$ cat src/rtl/letreiro_scan_controller.sv
// Scan/mode sequencer for the 5x7 LED marquee: row scan, shift strobe, blink gating.
// Mode requests from the ch0/ch1 switches are committed only at frame boundaries.
module letreiro_scan_controller #(
    parameter int SCAN_DIV         = 50000,
    parameter int FRAMES_PER_SHIFT = 24,
    parameter int BLINK_FRAMES     = 12
) (
    input  logic       CLK,
    input  logic       RST_N,
    input  logic       ch0,
    input  logic       ch1,
    output logic [4:0] row_n,
    output logic       col_en,
    output logic       shift_en,
    output logic       shift_dir,
    output logic       frame_start,
    output logic [1:0] mode,
    output logic       rele
);

    localparam int PW = (SCAN_DIV > 1) ? $clog2(SCAN_DIV) : 1;
    localparam int FW = (FRAMES_PER_SHIFT > 1) ? $clog2(FRAMES_PER_SHIFT) : 1;
    localparam int BW = (BLINK_FRAMES > 1) ? $clog2(BLINK_FRAMES) : 1;

    typedef enum logic [1:0] {
        MODE_STOP     = 2'b00,
        MODE_SCROLL_L = 2'b01,
        MODE_SCROLL_R = 2'b10,
        MODE_BLINK    = 2'b11
    } mode_e;

    logic [1:0]    ch_meta_q, ch_sync_q;
    logic [PW-1:0] pcnt_q, pcnt_d;
    logic [4:0]    row_n_q, row_n_d;
    logic [FW-1:0] fcnt_q, fcnt_d;
    logic [BW-1:0] bcnt_q, bcnt_d;
    mode_e         mode_q, mode_d;
    logic          col_en_q, col_en_d;
    logic          shift_en_q, shift_en_d;
    logic          shift_dir_q, shift_dir_d;
    logic          frame_start_q, frame_start_d;
    logic          rele_q, rele_d;

    mode_e         req;
    logic          slot_edge;
    logic          frame_edge;

    assign req        = mode_e'(ch_sync_q);
    assign slot_edge  = (pcnt_q == PW'(SCAN_DIV - 1));
    // row_n_q[4] low means L5 is being driven, i.e. the last row of the frame
    assign frame_edge = slot_edge && !row_n_q[4];

    // The switches are asynchronous to CLK, so each passes two flops before use.
    always_ff @(posedge CLK or negedge RST_N) begin
        if (!RST_N) begin
            ch_meta_q <= '0;
            ch_sync_q <= '0;
        end else begin
            // NOTE: non-blocking assignments keep the two synchronizer stages distinct flops.
            ch_meta_q <= {ch1, ch0};
            ch_sync_q <= ch_meta_q;
        end
    end

    always_ff @(posedge CLK or negedge RST_N) begin
        if (!RST_N) begin
            pcnt_q        <= '0;
            row_n_q       <= 5'b11110;
            fcnt_q        <= '0;
            bcnt_q        <= '0;
            mode_q        <= MODE_STOP;
            col_en_q      <= 1'b0;
            shift_en_q    <= 1'b0;
            shift_dir_q   <= 1'b0;
            frame_start_q <= 1'b0;
            rele_q        <= 1'b0;
        end else begin
            pcnt_q        <= pcnt_d;
            row_n_q       <= row_n_d;
            fcnt_q        <= fcnt_d;
            bcnt_q        <= bcnt_d;
            mode_q        <= mode_d;
            col_en_q      <= col_en_d;
            shift_en_q    <= shift_en_d;
            shift_dir_q   <= shift_dir_d;
            frame_start_q <= frame_start_d;
            rele_q        <= rele_d;
        end
    end

    always_comb begin
        // NOTE: every _d gets a default first so no path leaves it unassigned (no latches).
        pcnt_d        = slot_edge ? '0 : pcnt_q + 1'b1;
        row_n_d       = slot_edge ? {row_n_q[3:0], row_n_q[4]} : row_n_q;
        fcnt_d        = fcnt_q;
        bcnt_d        = bcnt_q;
        mode_d        = mode_q;
        col_en_d      = col_en_q;
        shift_en_d    = 1'b0;
        shift_dir_d   = shift_dir_q;
        frame_start_d = frame_edge;
        rele_d        = rele_q;

        if (frame_edge) begin
            if (req != mode_q) begin
                // A commit swallows any shift or blink toggle due at this boundary.
                mode_d      = req;
                fcnt_d      = '0;
                bcnt_d      = '0;
                col_en_d    = (req != MODE_STOP);
                shift_dir_d = (req == MODE_SCROLL_R);
            end else begin
                case (mode_q)
                    MODE_SCROLL_L, MODE_SCROLL_R: begin
                        if (fcnt_q == FW'(FRAMES_PER_SHIFT - 1)) begin
                            fcnt_d     = '0;
                            shift_en_d = 1'b1;
                            rele_d     = ~rele_q;
                        end else begin
                            fcnt_d = fcnt_q + 1'b1;
                        end
                    end
                    MODE_BLINK: begin
                        if (bcnt_q == BW'(BLINK_FRAMES - 1)) begin
                            bcnt_d   = '0;
                            col_en_d = ~col_en_q;
                        end else begin
                            bcnt_d = bcnt_q + 1'b1;
                        end
                    end
                    default: ;
                endcase
            end
        end
    end

    assign row_n       = row_n_q;
    assign col_en      = col_en_q;
    assign shift_en    = shift_en_q;
    assign shift_dir   = shift_dir_q;
    assign frame_start = frame_start_q;
    assign mode        = mode_q;
    assign rele        = rele_q;

endmodule

$ cat config.mk
export PLATFORM = sky130hd
export DESIGN_NAME = letreiro_scan_controller
export DESIGN_NICKNAME = d
export VERILOG_FILES = /design/src/rtl/letreiro_scan_controller.sv
export SDC_FILE = /design/constraint.sdc
export NUM_CORES = 1
export LEC_CHECK = 0
export BUFFER_PORTS_ARGS = -buffer_cell sky130_fd_sc_hd__clkbuf_2
export CAP_MARGIN = 10
export CORE_AREA = 2 2 82 52
export CTS_CLUSTER_DIAMETER = 150
export DETAILED_ROUTE_END_ITERATION = 6
export DIE_AREA = 0 0 84 54
export PLACE_DENSITY = 0.72
export RECOVER_POWER = 50
export SYNTH_ARGS = -nofsm -noshare
export SYNTH_HDL_FRONTEND = slang
export SYNTH_SLANG_ARGS = --single-unit
export TNS_END_PERCENT = 20
$ cat constraint.sdc
create_clock -name CLK -period 1.75 [get_ports CLK]
set_clock_uncertainty 0.15 [all_clocks]
set_input_delay 0.0875 -clock CLK [delete_from_list [all_inputs] [get_ports CLK]]
set_output_delay 0.0875 -clock CLK [all_outputs]
set_load 0.02 [all_outputs]
# == After elaboration in Yosys (flattened, before gate mapping) ==
# Cells that the tools add are included.
# totals
register_bits,41
inputBits,4
output_inout_bits,12
elab_cells,52
# op_classes
add_sub_neg,3
n_eq_ne,8
mux,14
n_bitwise,3
reduce_logical,12
# ops
operator,n
$add 16x1->16 const B,1
$eq 16x16->1 const B,1
$mux 16,1
$mux 5,3
$mux 4,3
$reduce_bool 2->1,4
$mux 1,7
$eq 2x2->1 const B,3
$reduce_and 2->1,3
$add 5x1->5 const B,1
$eq 5x5->1 const B,1
$add 4x1->4 const B,1
$eq 4x4->1 const B,1
$reduce_and 4->1,1
$not 1->1,3
$reduce_and 3->1,1
$eq 2x1->1 const B,1
$ne 2x2->1,1
$reduce_or 2->1,1
$logic_and 1x1->1,1
$logic_not 1->1,1

# == Longest topological paths before layout ==
# logic_depth
depth_word,5
ltp_mapped,7
mapped_depth_nobuf,5

# == Least setup slack after synthesis ==
# OpenSTA, ideal clock, no wires.
# synth_path
kind,reg2reg
startpoint,"reg mode_q[0], in the netlist mode[0]"
endpoint,reg fcnt_q[3]
setup_ps,83
arrival_time_ps,1606
required_ps,1517
path_slack_ps,-89
stages_incl_launch_ff,5
path_buffers,0
period_less_slack_ps,1839
path_cell_list,dfrtp_1 > ha_1 > and4_1 > or3b_2 > o21ai_0
# synth_via
elab_chain_cells,4
word_cells_on_any_way,7
cone_classes,eq/ne: 3; mux: 1; reduce/logical: 3
# synth_lines
item,line_no,source
from (decl),37,"mode_e mode_q, mode_d;"
from (signal assigned),82,mode_q <= mode_d;
$eq 2x1->1 / $eq 2x2->1 (equally long branches),113,case (mode_q)
$reduce_or 2->1,113,
$reduce_bool 2->1 (no source line),-,
$reduce_and 2->1 (no source line),-,
to (signal assigned),80,fcnt_q <= fcnt_d;
to (decl),35,"logic [FW-1:0] fcnt_q, fcnt_d;"
# Several ways; a longest one is shown, not always the timed one.
# A chain may end at the register's enable or synchronous reset.

# == Worst setup path after layout ==
# layout_path
startpoint,reg pcnt_q[1]
endpoint,"reg shift_dir_q, in the netlist shift_dir"
# layout_via
elab_chain_cells,3
# layout_lines
item,line_no,source
from (decl),33,"logic [PW-1:0] pcnt_q, pcnt_d;"
from (signal assigned),78,pcnt_q <= pcnt_d;
$eq 16x16->1,49,assign slot_edge = (pcnt_q == PW'(SCAN_DIV - 1));
$logic_and 1x1->1,51,assign frame_edge = slot_edge && !row_n_q[4];
$reduce_and 2->1 (no source line),-,
to (signal assigned),85,shift_dir_q <= shift_dir_d;
to (decl),40,"logic shift_dir_q, shift_dir_d;"
# No other way between the ends.

==> results.yml <==
grt:
  grt_overflow: 0
  antenna_found_initial: 0
  grt_pass1_wl_microns: 6506
  grt_pass1_vias: 1382
  grt_start_max_net_pins: 42
  grtUsageTotal_pct: 18.70
final_layout:
  final_common_cell: "dfrtp_1"
  final_cell_mix: "dfrtp_1, nand2_1, buf_4, clkbuf_2"
  area_growth_pct: 28.49
  final_cells: 271
  final_cell_area_sq_um: 2444
  drive_gt1_share_pct: 35.29
  num_antenna_cells: 0
  nets: 228
route:
  routed_wl_microns: 4020
  ant_nets: 0
  drt-initial-drc-count: 150
  wl_per_cell_microns: 14.83
  detail_route.drc_violations: 0
  first_pass_iters: 4
  via_per_inst: 5.469
  num_vias: 1482
power:
  comb_power_share_pct: 2.9
  powerDensity_nw_per_um2: 728.7
  pwr-share-seq_pct: 53.7
  power.clock.fraction_pct: 43.4
  total_leakage_power_nw: 1.164
  p_sw_mw: 0.3458
  p_int_mw: 1.435
  ir_drop_uv: 558.6
  switching_share_pct: 19.42
clocking:
  root_buffer: "clkbuf_8"
  numCtsBuffers: 5
  clock_latency_ns: 0.29
  clockBufferDepth: 2
  path_clk_slew_ns: 0.08
  h-tree-depth: 2
  cts.sinks: 41
  cts_tree: "done"
sta:
  holdWs_ns: 0.2013
  fmax_mhz: 581.3
  post-route-period-util_pct: 98.30
  max-slew-margin-rel_pct: 35.33
  tightest_slew_ns: 0.9701
  rsz0062_at_grt: "yes"
  period_needed_ns: 1.720
  hold_viol: 0
  maxSlewViolCount: 0
  setup_viol: 0
placement:
  gp_congestion: 0.7777
  placed_cell_area_sq_um: 2237
  dp_cells: 259
  port_buffers: 15
  hpwl_microns: 2738
critical_path:
  regToRegSetupSlack_ns: 0.03
  cp_cell_sequence: "ha_2 -> and4b_2 -> nand4_4 -> buf_6 -> o41ai_1"
  crit_fanout: 8
  endpoint_kind: "flop"
  reg2reg_to: "shift_dir"
  start_kind: "flop"
  worst_path_max_delay_cell: "dfrtp_1"
  r2r.worst_path.cells: 5
  cp.arrival_ns: 1.75
  worstSetupPathType: "reg2reg"
  r2r_start: "pcnt_q[1]"
  cpPeakStageDelay_ns: 0.39
  worstPathRequired_ns: 1.78
synth:
  syn_nets: 181
  synth_top_area_share_pct: 48.68
  synth_flop_cell: "dfrtp_1"
  synth.distinct_cells: 39
  netlist_top_cells_area: "dfrtp_1, dfstp_2, nand2_1"
  synth_edf_count: 0
  syn-cell-area_sq_um: 1902
  yosys_warnings: 0
  yosys.area.top_type: "dfrtp_1"
  synth_seq_cells: 41
  syn_inst: 173
  async_flop_share_pct: 100.0
  avgSynthCellArea_sq_um: 10.99
  ys_seq_area_share_pct: 54.21
status:
  status: "finished clean"
min_path:
  timing.hold.worst_endpoint: "ch_sync_q[1]"
  hold_path.class: "reg2reg"
  hp-start: "ch_meta_q[1]"
  min_path_cells: 0
floorplanning:
  start_util_pct: 48.81
  rows: 18
  die_x_microns: 84
  dieArea_sq_um: 4536
  pin_count: 16
  fp.dieH_microns: 54
  coreArea_sq_um: 3896
flow_run:
  maxCapViolCount: 0
-- worst max-delay path by stage --
stage	from	slack, ns	endpoint
2_1_floorplan	mode[1]	-0.06	fcnt_q[3]
3_3_place_gp	pcnt_q[4]	0.02	fcnt_q[2]
5_1_grt	pcnt_q[4]	-0.10	bcnt_q[3]
4_1_cts	pcnt_q[4]	0.008	rele
3_5_place_dp	pcnt_q[1]	-0.05	fcnt_q[2]
6_report	pcnt_q[1]	0.03	shift_dir
-- final cells by class --
cell class | count | area [sq um]
Clock buffer | 7 | 86.33
Inverter | 3 | 11.26
Tap cell | 50 | 62.56
Fill cell | 303 | 1453
Sequential cell | 41 | 1031
Multi-Input combinational cell | 125 | 913.4
Timing Repair Buffer | 44 | 309.0
Clock inverter | 1 | 30.03
-- kinds of logic after synthesis --
logic type	synth area share, %
flops	54.21
xor+xnor	6.908
compound gates	8.750
simple gates	24.87
fa+ha+maj	2.632
buf+inv	1.513
mux	1.118
-- worst max-delay path: cells and delay by family (launching register included) --
kind,cells,cell delay [ns]
buf+inv,1,0.19
compound gates,1,0.27
flops,1,0.39
fa+ha+maj,1,0.20
simple gates,2,0.40
-- flip-flops by register name (all words and copies together) (netlist names) --
signal / cells
fcnt_q: 5
ch_sync_q: 2
mode: 2
shift_en: 1
row_n: 5
frame_start: 1
pcnt_q: 16
bcnt_q: 4
col_en: 1
shift_dir: 1
rele: 1
ch_meta_q: 2
-- per-layer routing --
metal	share of wire (%)	vias up	GRT usage, %
li1	-	709	-
met1	48	724	26.51
met2	46	49	28.00
met5	0	-	0
met3	6.1	0	6.442
met4	0	0	4.301
-- synthesized netlist by cell type, types with 2 or more instances --
cell / instances
dfrtp_1: 37
nand2_1: 24
o21ai_0: 15
nor2_1: 10
xnor2_1: 8
and3_1: 7
xor2_1: 7
and4_1: 5
nand3_1: 5
dfstp_2: 4
ha_1: 4
nand4_1: 4
nor3_1: 4
o21ai_1: 4
inv_1: 3
or3b_2: 3
a211oi_1: 2
and4b_1: 2
and4bb_2: 2
buf_2: 2
clkbuf_1: 2
nand3b_1: 2
-- power by group through the flow --
| stage | combinational (mW) | sequential (mW) | clock (mW) |
|---|---|---|---|
| after global placement | 0.0451 | 0.974 | 0 |
| after CTS | 0.0520 | 0.956 | 0.794 |
| after detailed placement | 0.0464 | 0.974 | 0 |
| after floorplan | 0.0147 | 0.974 | 0 |
| final | 0.0523 | 0.956 | 0.772 |
| after global routing | 0.0603 | 0.956 | 0.829 |
-- per-stage QoR --
stage	utilization (%)	TNS [ns]	setup slack, ns	total power, mW
after global placement	57.42	0	0.01759	1.019
after floorplan	-	-0.07265	-0.05975	0.9883
after global routing	62.72	-0.3937	-0.1019	1.846
after CTS	61.24	0	0.007857	1.801
after detailed placement	57.42	-0.1735	-0.05187	1.021
final	62.72	0	0.02976	1.781
-- repair_timing --
item                                   CTS  global route
endpoints found under the hold margin   39             0
buffers inserted                         0             1
pin swaps                                1             5
gates resized for setup                  1            24
setup endpoints to repair                8            19
hold buffers                             3             0
(Power assumes the default switching activity.)
